<file path="src/rtl/uc_multiciclo.sv">
// Multicycle control FSM for the 64-bit RISC-V datapath. Moore decode of the state register; fetch/dmem waits are parameterised.
// Optional retired-instruction counter (Instr_Retiradas) is built only when UC_PERF_CNT_EN is defined.
module uc_multiciclo #(
    parameter int FETCH_WAIT = 1,
    parameter int DMEM_WAIT  = 1
) (
    input  logic       clock,
    input  logic       reset,
    input  logic [6:0] Op,
    input  logic [2:0] Funct3,
    input  logic       Funct7_5,
    input  logic       igual,
    output logic       PC_Write,
    output logic       PC_Src,
    output logic [2:0] Seletor_Ula,
    output logic [2:0] mux_A_seletor,
    output logic [2:0] mux_B_seletor,
    output logic       register_Inst_wr,
    output logic       Load_AB,
    output logic       Load_ULAOut,
    output logic       Load_MDR,
    output logic       Data_Memory_wr,
    output logic       bancoRegisters_wr,
    output logic [2:0] Mux_Banco_Reg_Seletor,
    output logic       Trap,
    output logic [3:0] Estado
`ifdef UC_PERF_CNT_EN
    ,
    output logic [31:0] Instr_Retiradas
`endif
);

    typedef enum logic [3:0] {
        S_FETCH      = 4'd0,
        S_FETCH_WAIT = 4'd1,
        S_DECODE     = 4'd2,
        S_EXEC_R     = 4'd3,
        S_EXEC_I     = 4'd4,
        S_MEM_ADDR   = 4'd5,
        S_MEM_RD     = 4'd6,
        S_MEM_WAIT   = 4'd7,
        S_WB_LOAD    = 4'd8,
        S_MEM_WR     = 4'd9,
        S_WB_ALU     = 4'd10,
        S_BRANCH     = 4'd11,
        S_LUI        = 4'd12,
        S_TRAP       = 4'd15
    } state_t;

    localparam logic [6:0] OP_R   = 7'b0110011;
    localparam logic [6:0] OP_I   = 7'b0010011;
    localparam logic [6:0] OP_LD  = 7'b0000011;
    localparam logic [6:0] OP_SD  = 7'b0100011;
    localparam logic [6:0] OP_BR  = 7'b1100011;
    localparam logic [6:0] OP_LUI = 7'b0110111;

    localparam logic [2:0] ULA_PASS = 3'b000;
    localparam logic [2:0] ULA_ADD  = 3'b001;
    localparam logic [2:0] ULA_SUB  = 3'b010;
    localparam logic [2:0] ULA_AND  = 3'b011;
    localparam logic [2:0] ULA_OR   = 3'b100;

    localparam logic [1:0] FW_LOAD = 2'(FETCH_WAIT - 1);
    localparam logic [1:0] DW_LOAD = 2'(DMEM_WAIT - 1);

    state_t     state;
    logic [1:0] cnt;
    logic [2:0] r_op;
    logic       r_legal;
    logic       br_legal;
    logic       br_take;

    always_comb begin
        r_op    = ULA_PASS;
        r_legal = 1'b1;
        casez ({Funct3, Funct7_5})
            4'b0000: r_op = ULA_ADD;
            4'b0001: r_op = ULA_SUB;
            4'b111?: r_op = ULA_AND;
            4'b110?: r_op = ULA_OR;
            default: r_legal = 1'b0;
        endcase
    end

    // Only beq (000) and bne (001) are legal; Funct3[0] selects the sense of the test.
    assign br_legal = (Funct3[2:1] == 2'b00);
    assign br_take  = Funct3[0] ? ~igual : igual;

    always_ff @(posedge clock or negedge reset) begin
        if (!reset) begin
            state <= S_FETCH;
            cnt   <= 2'd0;
        end else begin
            case (state)
                S_FETCH: begin
                    cnt   <= FW_LOAD;
                    state <= S_FETCH_WAIT;
                end
                S_FETCH_WAIT: begin
                    if (cnt == 2'd0) state <= S_DECODE;
                    else             cnt   <= cnt - 2'd1;
                end
                S_DECODE: begin
                    case (Op)
                        OP_R:         state <= S_EXEC_R;
                        OP_I:         state <= S_EXEC_I;
                        OP_LD, OP_SD: state <= S_MEM_ADDR;
                        OP_BR:        state <= S_BRANCH;
                        OP_LUI:       state <= S_LUI;
                        default:      state <= S_TRAP;
                    endcase
                end
                S_EXEC_R:   state <= r_legal ? S_WB_ALU : S_TRAP;
                S_EXEC_I:   state <= S_WB_ALU;
                S_LUI:      state <= S_WB_ALU;
                S_MEM_ADDR: state <= (Op == OP_LD) ? S_MEM_RD : S_MEM_WR;
                S_MEM_RD: begin
                    cnt   <= DW_LOAD;
                    state <= S_MEM_WAIT;
                end
                S_MEM_WAIT: begin
                    if (cnt == 2'd0) state <= S_WB_LOAD;
                    else             cnt   <= cnt - 2'd1;
                end
                S_WB_LOAD, S_WB_ALU, S_MEM_WR: state <= S_FETCH;
                S_BRANCH:   state <= br_legal ? S_FETCH : S_TRAP;
                S_TRAP:     state <= S_TRAP;
                default:    state <= S_TRAP;
            endcase
        end
    end

`ifdef UC_PERF_CNT_EN
    logic        retire;
    logic [31:0] instr_ret;

    assign retire = (state == S_WB_ALU) || (state == S_WB_LOAD) || (state == S_MEM_WR) ||
                    ((state == S_BRANCH) && br_legal);

    always_ff @(posedge clock or negedge reset) begin
        if (!reset)      instr_ret <= 32'd0;
        else if (retire) instr_ret <= instr_ret + 32'd1;
    end

    assign Instr_Retiradas = instr_ret;
`endif

    always_comb begin
        PC_Write              = 1'b0;
        PC_Src                = 1'b0;
        Seletor_Ula           = ULA_PASS;
        mux_A_seletor         = 3'd0;
        mux_B_seletor         = 3'd0;
        register_Inst_wr      = 1'b0;
        Load_AB               = 1'b0;
        Load_ULAOut           = 1'b0;
        Load_MDR              = 1'b0;
        Data_Memory_wr        = 1'b0;
        bancoRegisters_wr     = 1'b0;
        Mux_Banco_Reg_Seletor = 3'd0;
        Trap                  = 1'b0;
        case (state)
            S_FETCH_WAIT: begin
                if (cnt == 2'd0) begin
                    register_Inst_wr = 1'b1;
                    PC_Write         = 1'b1;
                    Seletor_Ula      = ULA_ADD;
                    mux_B_seletor    = 3'd1;
                end
            end
            S_DECODE: begin
                Load_AB       = 1'b1;
                Load_ULAOut   = 1'b1;
                mux_B_seletor = 3'd3;
                Seletor_Ula   = ULA_ADD;
            end
            S_EXEC_R: begin
                mux_A_seletor = 3'd1;
                Load_ULAOut   = 1'b1;
                Seletor_Ula   = r_op;
            end
            S_EXEC_I, S_MEM_ADDR: begin
                mux_A_seletor = 3'd1;
                mux_B_seletor = 3'd2;
                Seletor_Ula   = ULA_ADD;
                Load_ULAOut   = 1'b1;
            end
            S_MEM_WAIT: Load_MDR = (cnt == 2'd0);
            S_WB_LOAD: begin
                bancoRegisters_wr     = 1'b1;
                Mux_Banco_Reg_Seletor = 3'd1;
            end
            S_MEM_WR: Data_Memory_wr    = 1'b1;
            S_WB_ALU: bancoRegisters_wr = 1'b1;
            S_BRANCH: begin
                mux_A_seletor = 3'd1;
                Seletor_Ula   = ULA_SUB;
                PC_Src        = 1'b1;
                PC_Write      = br_legal & br_take;
            end
            S_LUI: begin
                mux_A_seletor = 3'd2;
                mux_B_seletor = 3'd2;
                Seletor_Ula   = ULA_ADD;
                Load_ULAOut   = 1'b1;
            end
            S_TRAP: Trap = 1'b1;
            default: ;
        endcase
    end

    assign Estado = state;

endmodule

</file>
<file path="config.mk">
export PLATFORM = sky130hd
export DESIGN_NAME = uc_multiciclo
export DESIGN_NICKNAME = d
export VERILOG_FILES = /design/src/rtl/uc_multiciclo.sv
export SDC_FILE = /design/constraint.sdc
export NUM_CORES = 1
export LEC_CHECK = 0
export CAP_MARGIN = 20
export CORE_AREA = 2 2 47 49
export CTS_CLUSTER_SIZE = 30
export DETAILED_ROUTE_END_ITERATION = 6
export DIE_AREA = 0 0 49 51
export GPL_ROUTABILITY_DRIVEN = 0
export PLACE_DENSITY = 0.76
export RECOVER_POWER = 25
export SLEW_MARGIN = 20
export SYNTH_ARGS = -nofsm -noshare
export SYNTH_HDL_FRONTEND = slang
export SYNTH_SLANG_ARGS = --single-unit
</file>
<file path="constraint.sdc">
create_clock -name clock -period 2.1 [get_ports clock]
set_input_delay 0.42 -clock clock [delete_from_list [all_inputs] [get_ports clock]]
set_output_delay 0.42 -clock clock [all_outputs]
set_load 0.02 [all_outputs]
</file>
[Word-level counts from Yosys, hierarchy flattened]
Index checks and enable logic that the tools add are counted.
Operators by class
  add/sub/neg operators: 1
  equal/unequal tests: 25
  muxes and demuxes: 27
  bitwise logic cells: 2
  reduce and logical (&&, ||, !) cells: 18
Operators by type and width (count)
  one-hot mux 4 bit (10 select lines): 1
  equality test 4 bit (second input constant): 6
  one-hot mux 3 bit (4 select lines): 2
  equality test 7 x 6 -> 1 bit (second input constant): 3
  one-hot mux 4 bit (5 select lines): 1
  equality test 4 x 3 -> 1 bit (second input constant): 4
  2-to-1 mux 4 bit: 4
  2-to-1 mux 1 bit: 13
  OR reduction 4 bit: 3
  OR reduction 2 bit: 5
  equality test 4 x 1 -> 1 bit (second input constant): 2
  equality test 4 x 2 -> 1 bit (second input constant): 2
  zero test 4 bit: 2
  one-hot mux 2 bit (2 select lines): 2
  equality test 7 x 2 -> 1 bit (second input constant): 1
  equality test 7 x 5 -> 1 bit (second input constant): 1
  equality test 7 bit (second input constant): 1
  equality test 3 bit (second input constant): 2
  inequality test 2 bit (second input constant): 3
  one-hot mux 2 bit (3 select lines): 1
  OR reduction 3 bit: 2
  OR reduction 5 bit: 1
  zero test 2 bit: 2
  AND reduction 2 bit: 2
  7 further kinds: 7
Word-level totals
  flip-flop bits (word level): 6
  bits of input ports: 14

[Logic depth before layout (Yosys ltp)]
  word-level depth: 5
  depth in mapped cells: 6
  depth with buffers taken out: 6

[Worst setup path before layout]
Ideal clock, no wire load.
  path type: reg2out
  start point: reg state[2], in the netlist Estado[2]
  end point: out PC_Write
  arrival time: 1.635 ns
  path slack: 0.045 ns
  stages on the path, launching flop included: 6
  buffers on the path: 1
  path through: dfrtp_1 > buf_2 > nand2b_1 > nor2_1 > nand2_1 > o21ai_1
On the way
  longest elaborated chain between the ends: 2
  elaborated cells on any way between the ends: 3
RTL lines
  start: declaration: RTL line 66  | state_t state;
  start signal: assignment: RTL line 113  | S_EXEC_R: state <= r_legal ? S_WB_ALU : S_TRAP;
  start signal: assignment: RTL line 116  | S_MEM_ADDR: state <= (Op == OP_LD) ? S_MEM_RD : S_MEM_WR;
  start signal: assignment: RTL line 126  | S_BRANCH: state <= br_legal ? S_FETCH : S_TRAP;
  equality test 4 bit / equality test 4 x 1 -> 1 bit (equally long branches): RTL line 162  | case (state)
  one-hot mux 1 bit (2 select lines) *: RTL line 162
  end: declaration: RTL line 13  | output logic PC_Write,
Every way passes the cells marked *; elsewhere a longest branch is shown, timed or not.

[Worst setup path in the final report]
  start point: reg state[3], in the netlist Estado[3]
  end point: out Load_ULAOut
On the way
  longest elaborated chain between the ends: 3
  elaborated cells on any way between the ends: 7
RTL lines
  equality test 4 bit (tied with other cells): RTL line 162
  OR reduction 5 bit (no source line) *
  2-to-1 mux 1 bit *: RTL line 162
  end: declaration: RTL line 20  | output logic Load_ULAOut,
Marks and branches as above.

==> run_results.csv <==
group,metric,value,unit
detailed_routing,wl_per_cell,13.0,um
worst_setup_path,start_kind,"flip-flop",
detailed_routing,wl_met3,114,um
detailed_routing,drtPass1Iterations,6,
cells_and_area,antennaDiodeCount,0,
floorplanning,dieHeight,51,um
global_routing,grt_pass1_vias,908,
cells_and_area,nNetsFinal,172,
floorplanning,io_pins,39,
detailed_routing,met1_length,968,um
detailed_routing,routed_via_density,5.19,
place,portBuffers,34,
global_routing,antenna_found_initial,0,
cells_and_area,final_cell_mix,"buf_4 (28), clkdlybuf4s50_1 (13), nand2_1 (8), dlygate4sd2_1 (8), nor3_1 (7)",
sta,slew_violations,0,
synth,synth-edff-count,0,
worst_setup_path,end_kind,"primary output",
place,dp.cells,180,
flow_run,max-cap-violations,0,
sta,postLayoutSetupSlackWorst,45.8,ps
floorplanning,core,2060,um^2
clocking,hold_buffers,0,
cells_and_area,fill_cells,205,
synth,synthFlopType,"dfrtp_1",
synth,synth_area,724,um^2
clocking,clock_path_buffers,2,
synth,yosysSeqAreaShare,20.7,%
global_routing,grt_max_degree,17,
worst_setup_path,cp.arrival,1630,ps
synth,synth.distinct_cells,41,
sta,fin_worst_skew,0.0953,ps
clocking,clkLatencyLatePin,230,ps
cells_and_area,syn_to_final_growth,72.2,%
clocking,cts_root_buf,"clkbuf_4",
detailed_routing,first_iter_violations,17,
sta,fin_crit,2050,ps
detailed_routing,ant_nets,0,
power_and_ir_drop,p_per_area,223,nW/um^2
global_routing,grt_pass1_wl,3.65,mm
floorplanning,row_count,17,
floorplanning,die_width,49,um
synth,ys_ff_latch,6,
cells_and_area,drive_gt1_share,28.4,%
place,dpl-instance-area,1240,um^2
sta,final_hold_viol_count,0,
sta,fmax,487,MHz
cells_and_area,final_common_cell,"buf_4",
global_routing,grtUsageTotal,18.2,%
worst_setup_path,path_class,"flip-flop to primary output",
power_and_ir_drop,p_leak,0.600,nW
synth,ys_async_sr_fraction,100,%
floorplanning,die_area,2500,um^2
clocking,postCtsSetupBuffers,0,
clocking,cts_num_sinks,6,
detailed_routing,remaining_drc_errors,0,
synth,syn_avg_cell_area,7.39,um^2
synth,syn_inst,98,
sta,rsz0062_at_grt,"true",
sta,finalCritPeriodShare,97.8,%
run_status,status,"complete, no violations",
detailed_routing,wl,2.37,mm
clocking,cts_tree,"done",
place,dp_hpwl,1.96,mm
detailed_routing,routed-wl-met2,1.25,mm
worst_setup_path,crit_fanout,5,
clocking,cts_buffers,3,
cells_and_area,final_area,1250,um^2
global_routing,grt-ovfl-total,0,
floorplanning,start_util,35.1,%
detailed_routing,vias,949,
worst_setup_path,critical_path_required,1680,ps
detailed_routing,routed.top_layer,"met4",
clocking,clkTransAtPathRegs,40,ps
sta,setup_violations,0,
power_and_ir_drop,vdd_ir_drop_max,0.191,mV
cells_and_area,fin_cells,183,
worst_hold_path,min_path_type,"primary input to asynchronous set/reset pin",
cells_and_area,final_core_util,60.5,%
synth,ys.warnings.count,0,
place,dp_slack,-339,ps
clocking,h-tree-depth,1,
==> state kept, by name (all words and copies together) (netlist names) <==
name / flops
Estado: 4
cnt: 2
==> where the power goes <==
part,switching (mW),total (mW),internal (mW)
Combinational,0.0276,0.0636,0.0360
Sequential,0,0.116,0.116
Clock,0.0339,0.0981,0.0641
Total,0.0615,0.278,0.216
==> critical path, stage by stage (launching register included) <==
cell and delay, ps:
dfrtp_1 440, buf_4 170, nand2b_1 150, o22a_1 240, nand2_1 70, dlygate4sd2_1 330
==> cells in the mapped netlist (2+ instances only) <==
| cell | instances | area (um^2) |
|---|---|---|
| buf_2 | 3 | 15.0 |
| a31oi_1 | 4 | 25.0 |
| buf_4 | 5 | 37.5 |
| nor3_1 | 8 | 40.0 |
| xnor2_1 | 3 | 26.3 |
| inv_1 | 6 | 22.5 |
| nand2b_1 | 6 | 37.5 |
| o211ai_1 | 2 | 15.0 |
| dfrtp_1 | 6 | 150 |
| nor4_1 | 2 | 12.5 |
| a21oi_1 | 6 | 30.0 |
| o21ai_0 | 5 | 25.0 |
| nand2_1 | 8 | 30.0 |
| nor2_1 | 6 | 22.5 |
| o22ai_1 | 2 | 12.5 |
==> per-stage QoR <==
step	hold slack [ps]	TNS, ps	power [mW]
6_report	488	0	0.278
5_1_grt	499	-42.9	0.289
4_1_cts	417	-24.0	0.281
3_5_place_dp	603	-1630	0.180
3_3_place_gp	591	-1460	0.178
2_1_floorplan	124	0	0.143
==> kinds of logic after synthesis <==
family          count (synthesis)  synth area share [%]
other cells                     1                 0.518
simple gates                   41                  32.0
buf+inv                        15                  11.9
compound gates                 29                  26.9
xor+xnor                        4                  4.84
fa+ha+maj                       1                  1.73
flops                           6                  20.7
mux                             1                  1.38
==> path summary, 6_finish.rpt <==
kind	cells after the start	start	endpoint	slack (ps)
max in group asynchronous	1	reset	cnt[1]$_DFFE_PN0P_	1410
min reg2reg	2	cnt[1]$_DFFE_PN0P_	cnt[1]$_DFFE_PN0P_	610
max reg2reg	5	Estado[2]$_DFFE_PN0P_	Estado[2]$_DFFE_PN0P_	460
min	1	reset	Estado[2]$_DFFE_PN0P_	490
min in group clock	2	cnt[1]$_DFFE_PN0P_	cnt[1]$_DFFE_PN0P_	610
max	5	Estado[3]$_DFFE_PN0P_	Load_ULAOut	50
==> routing by layer <==
layer,global-route usage (%),vias up
met5,0,-
met1,19.9,441
met3,0.877,5
li1,-,467
met2,35.6,36
met4,9.52,0
==> cell type report <==
class | count | area [um^2] | area share, %
clock buffer | 3 | 22.5 | 1.81
sequential | 6 | 150 | 12.0
tap | 28 | 35.0 | 2.81
multi-input combinational | 80 | 509 | 40.8
timing repair buffer | 60 | 508 | 40.7
inverter | 6 | 22.5 | 1.81
==> repair_timing <==
item / 4_1_cts / 5_1_grt
gates resized for setup: 37 / 13
setup endpoints to repair: 16 / 12
pin swaps: 0 / 2
(Power assumes the default switching activity.)
